### src/rtl/tx_gearbox.sv
// -----------------------------------------------------------------------------
// tx_gearbox
//
// 64b66b transmit synchronous gearbox, 32-bit interface.
//
// Each cycle the upstream encoder/scrambler supplies one half of a 66-bit block:
// the lower half plus its 2-bit sync header on even sequence values, then the
// upper half on odd values. The gearbox repacks the 66-bit blocks into a
// continuous 32-bit word stream in which bit 0 is transmitted first. A free-running
// 0..32 sequence counter drops o_ready for one cycle in 33. That cycle drains the
// 32 bits of header overhead accumulated over the previous 16 blocks.
//
// Ports:
//   i_clk         clock
//   i_reset       synchronous, active-high reset
//   i_data        block half: bits 31:0 on even seq, bits 63:32 on odd seq
//   i_header      sync header, sampled only on even seq
//   o_ready       upstream must present a word this cycle (low only at seq 32)
//   o_data        gearbox output word, bit 0 first on the line
//   o_data_valid  o_data carries block-derived data
//   o_seq         current sequence counter value
// -----------------------------------------------------------------------------
module tx_gearbox #(
    parameter bit REGISTER_OUTPUT = 1'b1,
    localparam int DATA_WIDTH = 32,
    localparam int HEADER_WIDTH = 2,
    localparam int SEQUENCE_WIDTH = 6
) (
    input  logic                      i_clk,
    input  logic                      i_reset,
    input  logic [DATA_WIDTH-1:0]     i_data,
    input  logic [HEADER_WIDTH-1:0]   i_header,
    output logic                      o_ready,
    output logic [DATA_WIDTH-1:0]     o_data,
    output logic                      o_data_valid,
    output logic [SEQUENCE_WIDTH-1:0] o_seq
);

    localparam logic [SEQUENCE_WIDTH-1:0] SEQ_LAST = SEQUENCE_WIDTH'(32);
    localparam int COMB_WIDTH = 2 * DATA_WIDTH;

    logic [SEQUENCE_WIDTH-1:0] seq_q, seq_d;
    logic [DATA_WIDTH-1:0]     store_q, store_d;
    logic [DATA_WIDTH-1:0]     data_q, data_d;
    logic                      valid_q, valid_d;

    logic                      last;
    logic [SEQUENCE_WIDTH-1:0] fill;
    logic [COMB_WIDTH-1:0]     append;
    logic [COMB_WIDTH-1:0]     combined;

    always_comb begin
        last = (seq_q == SEQ_LAST);
        // The fill level is a pure function of the sequence value. It starts at
        // 0 and gains 2 header bits per block (every even/odd pair). That gives
        // s + s[0], which reaches 32 at seq 31 and stays 32 at seq 32.
        fill = seq_q + {{(SEQUENCE_WIDTH-1){1'b0}}, seq_q[0]};

        append = '0;
        if (!last && !i_reset) begin
            if (!seq_q[0]) begin
                append = {{(COMB_WIDTH-DATA_WIDTH-HEADER_WIDTH){1'b0}}, i_data, i_header};
            end else begin
                append = {{DATA_WIDTH{1'b0}}, i_data};
            end
        end

        // Store bits above the fill level are always zero, so OR-ing is enough.
        // The even-seq maximum is fill 30 + 34 bits = 64, so nothing is lost.
        // At seq 32 nothing is appended, which drains the full store and leaves
        // the upper half, and therefore the next store, at zero.
        combined = {{DATA_WIDTH{1'b0}}, store_q} | (append << fill);

        data_d  = combined[DATA_WIDTH-1:0];
        store_d = combined[COMB_WIDTH-1:DATA_WIDTH];
        seq_d   = last ? '0 : seq_q + SEQUENCE_WIDTH'(1);
        valid_d = 1'b1;
    end

    always_ff @(posedge i_clk) begin
        if (i_reset) begin
            seq_q   <= '0;
            store_q <= '0;
            data_q  <= '0;
            valid_q <= 1'b0;
        end else begin
            seq_q   <= seq_d;
            store_q <= store_d;
            data_q  <= data_d;
            valid_q <= valid_d;
        end
    end

    generate
        if (REGISTER_OUTPUT) begin : g_reg_out
            assign o_data = data_q;
        end else begin : g_comb_out
            assign o_data = i_reset ? '0 : data_d;
        end
    endgenerate

    assign o_data_valid = valid_q;
    assign o_ready      = !last;
    assign o_seq        = seq_q;

endmodule

### config.mk
export PLATFORM = sky130hd
export DESIGN_NAME = tx_gearbox
export DESIGN_NICKNAME = d
export VERILOG_FILES = /design/src/rtl/tx_gearbox.sv
export SDC_FILE = /design/constraint.sdc
export NUM_CORES = 1
export LEC_CHECK = 0
export BUFFER_PORTS_ARGS = -buffer_cell sky130_fd_sc_hd__buf_4
export CORE_ASPECT_RATIO = 1.25
export CORE_MARGIN = 3
export CORE_UTILIZATION = 55
export DETAILED_ROUTE_END_ITERATION = 7
export PLACE_DENSITY = 0.78
export SYNTH_ARGS = -nofsm -noshare
export SYNTH_HDL_FRONTEND = slang
export SYNTH_SLANG_ARGS = --single-unit
### constraint.sdc
create_clock -name i_clk -period 3.8 [get_ports i_clk]
set_clock_uncertainty 0.1 [all_clocks]
set_input_delay 0.76 -clock i_clk [delete_from_list [all_inputs] [get_ports i_clk]]
set_output_delay 0.76 -clock i_clk [all_outputs]
set_load 0.05 [all_outputs]
======== Word level (Yosys, flattened, before mapping) ========
Cells that the tools add are included.
Widths: inputs -> output; s select.
word-level totals
  bits in registers ....................... 71
  output and inout bits ................... 40
  memories ................................ 0
  word-level logic and storage cells ...... 16
  bits in writable memories ............... 0
  ROM bits ................................ 0
  latch bits .............................. 0
operators by class
  order comparisons ....................... 0
  reductions and logical operators ........ 4
  shift-type cells ........................ 1
  add/sub/neg operators ................... 2
  multipliers ............................. 0
  bitwise gates (word level) .............. 1
  multiplexer cells ....................... 3
  div/mod/pow operators ................... 0
  equality and inequality tests ........... 1
operators by type and width
  cell                 count
  $mux 34              2
  $or 32x64->64        1
  $shl 64x6->64        1
  $add 6x1->6          1
  $add 6x1->6 const B  1
  $eq 6x6->1 const B   1
  $logic_not 1->1      2
  $reduce_or 2->1      1
  $logic_and 1x1->1    1
  $mux 1               1

======== Depth between registers and ports, before layout ========
Gate-level depths: netlist of the first run.
  depth after elaboration ................. 6
  gate-level depth with buffers ........... 13
  gate-level depth less buffers ........... 8

======== Worst setup path before layout of the first run ========
OpenSTA, ideal clock, no wires.
  path kind ............................... register -> register
  start point ............................. register seq_q[0], in the netlist o_seq[0]
  end point ............................... register data_q[21], in the netlist o_data[21]
  buffers on the path ..................... 4
  data arrival time ....................... 3.270 ns
  period minus slack after synthesis ...... 3.498 ns
  library setup time ...................... 0.128 ns
  stages on the path, launching flop included .. 13
  slack ................................... 0.302 ns
  cells stage by stage .................... dfxtp_1 -> buf_2 -> inv_2 -> buf_2 -> ha_1 -> buf_6 -> buf_6 -> mux2_2 -> mux4_2 -> mux2_2 -> o2bb2ai_1 -> a21oi_1 -> nor2_1
RTL lines
  element                   RTL line  RTL
  start: declaration        42        logic [SEQUENCE_WIDTH-1:0] seq_q, seq_d;
  start signal: assignment  87        seq_q <= seq_d;
  $add 6x1->6               57        fill = seq_q + {{(SEQUENCE_WIDTH-1){1'b0}}, seq_q[0]};
  named net fill[1]         48        logic [SEQUENCE_WIDTH-1:0] fill;
  $shl 64x6->64             72        combined = {{DATA_WIDTH{1'b0}}, store_q} | (append << fill);
  $or 32x64->64             72
  end signal: assignment    89        data_q <= data_d;
  end: declaration          44        logic [DATA_WIDTH-1:0] data_q, data_d;
The timed path passes the listed nets, and every way through them passes these cells.
A chain may end at the register's enable or synchronous reset.

======== Worst setup path in the final report of the first run ========
  start point ............................. register seq_q[0], in the netlist o_seq[0]
  end point ............................... register data_q[27], in the netlist o_data[27]
on the way
  longest elaborated chain between the ends .. 6
RTL lines
  element                                                              RTL line
  parallel branches: the longest is 4 deep, another holds $add 6x1->6  n/a
  $shl 64x6->64 (*)                                                    72
  $or 32x64->64 (*)                                                    72
Every way passes the cells marked *.

==> impl_metrics.env, run 1 <==
export IMPL_ys_seq_area_share_pct=30.8
export IMPL_powerDensity_nw_per_um2=449
export IMPL_netlist_area_um2=4620
export IMPL_final_antenna_net_count=0
export IMPL_viasPerCell=6.53
export IMPL_grt_pass1_vias=4246
export IMPL_hold_viol=0
export IMPL_portBuffers=75
export IMPL_fp_dieW_um=88.0
export IMPL_grt_start_max_net_pins=46
export IMPL_vias=4561
export IMPL_drt_initial_drc_count=499
export IMPL_power_leakage_nw=2.23
export IMPL_clockRootBuffer="clkbuf_8"
export IMPL_cp_arrival_ns=3.36
export IMPL_die_area_um2=9540
export IMPL_place_hpwl_um=10200
export IMPL_cts_buffers=9
export IMPL_final_nets=636
export IMPL_synthArstFlopShare_pct=0
export IMPL_grt_overflow=0
export IMPL_ir_drop_uv=188
export IMPL_outcome="finished clean"
export IMPL_post_cts_resized=0
export IMPL_slew_viol_final=0
export IMPL_post_cts_buffers=0
export IMPL_hold_depth=2
export IMPL_setup_viol_count_final=0
export IMPL_antenna_found_initial=0
export IMPL_maxSlewHeadroom_pct=28.6
export IMPL_layout_drive_gt1_share_pct=28.2
export IMPL_reg2reg_slack_ns=0.63
export IMPL_hold_buffers=0
export IMPL_drc=0
export IMPL_synth_top_flop_cell="dfxtp_1"
export IMPL_worstRegToRegCells=8
export IMPL_routed_wirelength_um=13700
export IMPL_placementRows=36
export IMPL_cts_sinks=71
export IMPL_cts_clk_slew_worst_paths_ns=0.08
export IMPL_synth_cells=536
export IMPL_regToRegStartpoint="o_seq[0]"
export IMPL_rr_endpoint="o_data[27]"
export IMPL_htree_levels=3
export IMPL_grt_usage_pct=29.7
export IMPL_whs_ns=0.342
export IMPL_antenna_cells=0
export IMPL_min_from="store_q[28]"
export IMPL_p_total_mw=2.45
export IMPL_dr_pass1_iters=6
export IMPL_grt_pass1_wl_um=22000
export IMPL_rsz0062_at_grt="false"
export IMPL_finalCriticalPeriod_ns=3.17
export IMPL_startpoint_type="flip-flop"
export IMPL_synthDistinctLibCells=53
export IMPL_finalSetupTns_ns=0
export IMPL_required_ns=3.98
export IMPL_areaGrowthSynthToFinish_pct=18.1
export IMPL_synth_nets=574
export IMPL_gp_congestion=0.962
export IMPL_fillCellCount=692
export IMPL_hp_class="flip-flop to flip-flop"
export IMPL_whs_endpoint="o_data[28]"
export IMPL_initial_utilization_pct=58.0
export IMPL_max_cap_viol_count=0
export IMPL_synth_edff_count=0
export IMPL_worstPathMaxFanout=43
export IMPL_fmax_ghz=0.315
export IMPL_cp_end_kind="flip-flop"
export IMPL_die_height_um=108
export IMPL_pin_count=76
export IMPL_worstSetupStartpoint="o_seq[0]"
export IMPL_cts_tree="done"
export IMPL_route_detailed_wl_per_inst_um=19.6
export IMPL_clock_latency_ns=0.36
export IMPL_fin_crit_sh_pct=83.5
export IMPL_synth_warnings=0
export IMPL_syn_area_per_cell_um2=8.62
export IMPL_setup_worst_path_class="flip-flop to flip-flop"
export IMPL_core_area_um2=7970
export IMPL_synth_seq_cells=71
export IMPL_tightest_slew_ns=1.07
export IMPL_postLayoutCoreUtil_pct=68.4
export IMPL_ctsLongestPathBuffers=2
[synth_stat cells (all sizes together) (3+ instances only)]
master / count / area (um2)
o211ai: 7 / 52.6
a221oi: 4 / 35.0
buf: 22 / 149
clkbuf: 19 / 71.3
mux2: 27 / 304
mux2i: 47 / 470
and3: 3 / 23.8
nor3b: 4 / 30.0
o22ai: 24 / 150
a31oi: 10 / 62.6
dfxtp: 71 / 1420
o32ai: 3 / 26.3
o221ai: 6 / 52.6
nor3: 17 / 95.1
o2bb2ai: 3 / 26.3
nand2: 54 / 203
nor2: 58 / 218
o21ai: 26 / 130
nand3: 18 / 95.1
a21oi: 47 / 243
mux4: 19 / 428
inv: 15 / 56.3
xor2: 4 / 50.1
xnor2: 3 / 33.8
[critical path, stage by stage (launching register included)]
cell and delay (ns):
dfxtp_2 0.37, buf_4 0.44, nand3_2 0.23, o21ai_0 0.21
buf_4 0.21, nand2_1 0.39, nor3_2 0.79, a221oi_1 0.20
nor2_1 0.15
[layer usage]
layer	routed length (um)	up-vias	part of all wire (%)	global-route usage [%]
met2	6390	299	47	47.0
met1	5510	2114	40	39.1
met3	1230	43	9.0	5.11
met5	0	-	0	0
met4	533	0	3.9	13.7
li1	-	2105	-	-
[per-stage QoR]
stage	area, um2	setup slack [ns]	cells
4_1_cts	5460	0.648	698
2_1_floorplan	4620	0.302	536
6_report	5460	0.625	698
3_5_place_dp	5230	0.686	682
5_1_grt	5460	0.351	698
3_3_place_gp	5230	0.725	682
[final cells by class]
| type | count | area [um2] | share of cell area [%] |
|---|---|---|---|
| multi-input cells | 408 | 2940 | 53.8 |
| flip-flops and latches | 71 | 1420 | 26.1 |
| inverters | 16 | 60.1 | 1.10 |
| repair buffers | 92 | 691 | 12.7 |
| clock buffers | 10 | 138 | 2.52 |
| well taps | 95 | 119 | 2.18 |
| clock inverters | 6 | 90.1 | 1.65 |
[flip-flops by register name, indices dropped and copies added, names as in the netlist]
name	flops
o_data	32
o_data_valid	1
o_seq	6
store_q	32
[how the worst max path moves through the flow]
stage | end | slack, ns
after floorplan | o_data[21] | 0.30
after global placement | o_data[24] | 0.73
after detailed placement | o_data[27] | 0.69
after CTS | o_data[27] | 0.65
after global routing | o_data[27] | 0.35
final | o_data[27] | 0.63
[layout by cell type (no fill, tap or decap), drive strengths merged, types with 18 or more instances in the layout]
| cell | Yosys | final |
|---|---|---|
| nor2 | 58 | 58 |
| mux2i | 47 | 47 |
| nand2 | 54 | 54 |
| nand3 | 18 | 18 |
| a21oi | 47 | 47 |
| o22ai | 24 | 24 |
| mux4 | 19 | 19 |
| o21ai | 26 | 26 |
| buf | 22 | 92 |
| dfxtp | 71 | 71 |
| mux2 | 27 | 27 |
[power by group]
| part | switching [mW] | internal [mW] |
|---|---|---|
| Sequential | 0.0156 | 0.791 |
| Combinational | 0.580 | 0.374 |
| Clock | 0.296 | 0.391 |
| Total | 0.892 | 1.56 |
[cells by family (layout without fill, tap and decap cells)]
| group | after synthesis | count (layout) | synth area share (%) |
|---|---|---|---|
| flops | 71 | 71 | 30.8 |
| buf+inv | 57 | 124 | 6.07 |
| xor+xnor | 7 | 7 | 1.81 |
| fa+ha+maj | 2 | 2 | 0.541 |
| simple gates | 164 | 164 | 15.8 |
| mux | 93 | 93 | 26.0 |
| compound gates | 142 | 142 | 19.0 |
Note: power is estimated with default switching activity, not from simulation.
==> run 2: changes to the inputs <==
Clock period 3.8 ns to 3.05 ns, I/O delays scaled along.
==> impl_metrics.env, run 2 (synthesized netlist as in run 1, its figures left out) <==
export IMPL_dr_pass1_iters=5
export IMPL_worstRegToRegCells=9
export IMPL_whs_endpoint="o_data[1]"
export IMPL_antenna_cells=0
export IMPL_rsz0062_at_grt="false"
export IMPL_fmax_ghz=0.352
export IMPL_grt_pass1_wl_um=23400
export IMPL_worstPathMaxFanout=18
export IMPL_drt_initial_drc_count=540
export IMPL_core_area_um2=7970
export IMPL_grt_start_max_net_pins=42
export IMPL_outcome="finished clean"
export IMPL_placed_cells=693
export IMPL_initial_utilization_pct=58.0
export IMPL_cts_sinks=71
export IMPL_cts_tree="done"
export IMPL_ir_drop_uv=277
export IMPL_crit_family="multiplexers"
export IMPL_cp_end_kind="flip-flop"
export IMPL_cp_slowest_cell="mux4_2"
export IMPL_required_ns=3.17
export IMPL_rr_endpoint="store_q[31]"
export IMPL_worst_path_buf_inv=2
export IMPL_hold_viol=0
export IMPL_power_leakage_nw=2.28
export IMPL_drc=0
export IMPL_cp_arrival_ns=2.96
export IMPL_setup_viol_count_final=0
export IMPL_tightest_slew_ns=0.957
export IMPL_slowest_delay_ns=0.51
export IMPL_gp_congestion=1.05
export IMPL_areaGrowthSynthToFinish_pct=20.5
export IMPL_finalCriticalPeriod_ns=2.84
export IMPL_final_antenna_net_count=0
export IMPL_min_from="store_q[1]"
export IMPL_hold_buffers=0
export IMPL_hold_depth=2
export IMPL_clock_latency_ns=0.35
export IMPL_regToRegStartpoint="o_seq[1]"
export IMPL_grt_usage_pct=32.3
export IMPL_powerDensity_nw_per_um2=544
export IMPL_reg2reg_slack_ns=0.21
export IMPL_placementRows=36
export IMPL_stdcell_count=710
export IMPL_ctsLongestPathBuffers=2
export IMPL_slew_viol_final=0
export IMPL_die_height_um=108
export IMPL_place_hpwl_um=11200
export IMPL_path_cells="inv_1, ha_4, buf_8, mux2_2, mux4_2, nand2_1, o21ai_0, a21oi_1, o22ai_1"
export IMPL_die_area_um2=9540
export IMPL_maxSlewHeadroom_pct=35.8
export IMPL_antenna_found_initial=0
export IMPL_post_cts_resized=0
export IMPL_post_cts_buffers=0
export IMPL_cts_buffers=9
export IMPL_route_detailed_wl_per_inst_um=21.0
export IMPL_grt_pass1_vias=4298
export IMPL_worstSetupStartpoint="o_seq[1]"
export IMPL_hp_class="flip-flop to flip-flop"
export IMPL_final_cell_mix="buf_4 (101), dfxtp_1 (70), nor2_1 (58), nand2_1 (54), mux2i_1 (47)"
export IMPL_max_cap_viol_count=0
export IMPL_viasPerCell=6.55
export IMPL_grt_overflow=0
export IMPL_routed_wirelength_um=14900
export IMPL_layout_commonest_cell="buf_4"
export IMPL_pin_count=76
export IMPL_startpoint_type="flip-flop"
export IMPL_finalSetupTns_ns=0
export IMPL_fp_dieW_um=88.0
export IMPL_fin_crit_sh_pct=93.2
export IMPL_htree_levels=3
export IMPL_setup_worst_path_class="flip-flop to flip-flop"
export IMPL_layout_drive_gt1_share_pct=29.6
export IMPL_vias=4654
export IMPL_clockRootBuffer="clkbuf_8"
export IMPL_portBuffers=75
export IMPL_cts_clk_slew_worst_paths_ns=0.08
export IMPL_final_nets=648
## run 2: layout make-up
class                      count  area (um2)
sequential                    71        1430
fill                         659        2400
clock inverter                 6        66.3
timing repair buffer         104         813
clock buffer                  10         138
multi-input combinational    408        2950
inverter                      16        60.1
tap                           95         119
## run 2: per-stage QoR
stage	hold slack [ns]	setup WS [ns]	cell area, um2	util [%]	power (mW)
3_5_place_dp	0.328	0.229	5350	67.1	2.24
3_3_place_gp	0.321	0.229	5350	67.1	2.23
4_1_cts	0.348	0.200	5550	69.6	3.00
2_1_floorplan	0.308	0.0195	4650	-	1.91
5_1_grt	0.369	0.110	5570	69.8	3.17
6_report	0.348	0.209	5570	69.8	3.03
## run 2: worst max path at each step
stage / slack [ns] / to / cells after the start
CTS: 0.20 / store_q[31] / 9
global route: 0.11 / store_q[14] / 9
global placement: 0.23 / store_q[31] / 9
finish: 0.21 / store_q[31] / 9
floorplan: 0.02 / o_data[21] / 12
detailed placement: 0.23 / store_q[31] / 9
## run 2: routing by layer
layer  part of all wire [%]  global-route usage [%]  up-vias  routed length, um
li1                       -                       -     2138                  -
met1                     41                    43.6     2167               6050
met2                     46                    50.8      303               6870
met3                    9.6                    5.56       46               1430
met4                    3.9                    13.6        0                584
met5                      0                       0        -                  0
## run 2: power by group
part | switching [mW] | internal (mW) | total, mW
clock | 0.369 | 0.403 | 0.772
sequential | 0.0228 | 0.985 | 1.01
combinational | 0.754 | 0.494 | 1.25
## run 2: worst min-delay path, stage by stage, from the launching register on
cell	delay, ns
dfxtp_1	0.31
a21oi_1	0.04
nor2_1	0.07
==> run 3: changes to the inputs <==
Settings changed: CELL_PAD_IN_SITES_DETAIL_PLACEMENT from default to 0, CELL_PAD_IN_SITES_GLOBAL_PLACEMENT from default to 2, CORE_UTILIZATION 55 to 34, PLACE_DENSITY 0.78 to default, PLACE_DENSITY_LB_ADDON from default to 0.1, TNS_END_PERCENT from default to 10.
==> impl_metrics.env, run 3 (synthesized netlist as in run 1, its figures left out) <==
export IMPL_clockRootBuffer="clkbuf_16"
export IMPL_power_leakage_nw=2.32
export IMPL_reg2reg_slack_ns=0.20
export IMPL_rr_endpoint="o_data[21]"
export IMPL_rsz0062_at_grt="false"
export IMPL_worstPathMaxFanout=23
export IMPL_cts_tree="done"
export IMPL_viasPerCell=5.74
export IMPL_dp_slack_ns=0.230
export IMPL_maxSlewHeadroom_pct=38.3
export IMPL_fmax_ghz=0.351
export IMPL_finalWorstSetupSlack_ns=0.200
export IMPL_grt_pass1_wl_um=24900
export IMPL_max_cap_viol_count=0
export IMPL_final_area_um2=5760
export IMPL_htree_levels=3
export IMPL_cts_sinks=71
export IMPL_placed_area_um2=5510
export IMPL_place_hpwl_um=12100
export IMPL_startpoint_type="flip-flop"
export IMPL_dr_pass1_iters=6
export IMPL_areaGrowthSynthToFinish_pct=24.7
export IMPL_clock_latency_ns=0.34
export IMPL_grt_usage_pct=21.8
export IMPL_antenna_cells=0
export IMPL_final_antenna_net_count=0
export IMPL_regToRegStartpoint="o_seq[1]"
export IMPL_die_area_um2=15000
export IMPL_post_cts_resized=0
export IMPL_initial_utilization_pct=34.8
export IMPL_portBuffers=75
export IMPL_p_total_mw=3.20
export IMPL_finalSetupTns_ns=0
export IMPL_gp_congestion=0.885
export IMPL_routed_wirelength_um=15900
export IMPL_setup_viol_count_final=0
export IMPL_route_detailed_wl_per_inst_um=20.3
export IMPL_cp_end_kind="flip-flop"
export IMPL_finalCriticalPeriod_ns=2.85
export IMPL_slew_viol_final=0
export IMPL_cts_clk_slew_worst_paths_ns=0.06
export IMPL_cp_arrival_ns=2.97
export IMPL_grt_overflow=0
export IMPL_hold_viol=0
export IMPL_hold_buffers=0
export IMPL_final_nets=647
export IMPL_cts_buffers=9
export IMPL_placed_cells=769
export IMPL_min_from="store_q[28]"
export IMPL_vias=4501
export IMPL_worstRegToRegCells=9
export IMPL_outcome="finished clean"
export IMPL_stdcell_count=784
export IMPL_setup_worst_path_class="flip-flop to flip-flop"
export IMPL_tightest_slew_ns=0.920
export IMPL_drt_initial_drc_count=268
export IMPL_die_height_um=136
export IMPL_layout_commonest_cell="buf_4"
export IMPL_ir_drop_uv=266
export IMPL_pin_count=76
export IMPL_grt_pass1_vias=4258
export IMPL_hp_class="flip-flop to flip-flop"
export IMPL_ctsLongestPathBuffers=2
export IMPL_post_cts_buffers=0
export IMPL_postLayoutCoreUtil_pct=43.4
export IMPL_final_cell_mix="buf_4 (97), dfxtp_1 (70), nor2_1 (58), nand2_1 (54), mux2i_1 (47)"
export IMPL_fin_crit_sh_pct=93.4
export IMPL_layout_drive_gt1_share_pct=28.9
export IMPL_required_ns=3.17
export IMPL_powerDensity_nw_per_um2=555
export IMPL_placementRows=47
export IMPL_whs_ns=0.329
export IMPL_grt_start_max_net_pins=42
export IMPL_antenna_found_initial=0
export IMPL_fp_dieW_um=110
export IMPL_hold_depth=2
export IMPL_drc=0
export IMPL_whs_endpoint="o_data[28]"
export IMPL_core_area_um2=13300
==> run 3: worst max-delay path by stage <==
stage,start,to,cells past startpoint
global placement,o_seq[1],o_data[21],9
detailed placement,o_seq[1],o_data[21],9
floorplan,o_seq[0],o_data[21],12
finish,o_seq[1],o_data[21],9
CTS,o_seq[1],o_data[21],9
global route,o_seq[1],o_data[21],9
==> run 3: cell type report <==
type                       count  area [um2]
fill                        1373        7530
tap                          171         214
clock buffer                  12         236
multi-input combinational    408        2960
timing repair buffer         103         848
inverter                      16        60.1
clock inverter                 3        21.3
sequential                    71        1430
==> run 3: worst max-delay path: stages (launching register included) <==
cell and delay, ns:
dfxtp_1 0.39, inv_1 0.09, ha_4 0.38, buf_12 0.20, mux2_2 0.39, mux4_2 0.49
mux2_2 0.33, o2bb2ai_1 0.13, a21oi_1 0.15, nor2_1 0.05
==> run 3: metal layers <==
metal  part of all wire, %  vias to the layer above  track usage (%)
li1                      -                     2151                -
met1                    45                     2149             30.5
met2                    46                      171             33.8
met3                   5.5                       30             3.09
met4                   3.0                        0             8.49
met5                     0                        -                0
==> run 3: power breakdown <==
part | internal, mW | switching, mW | leakage, nW
clock | 0.546 | 0.391 | 0.123
sequential | 0.987 | 0.0202 | 0.580
combinational | 0.497 | 0.756 | 1.62
total | 2.03 | 1.17 | 2.32
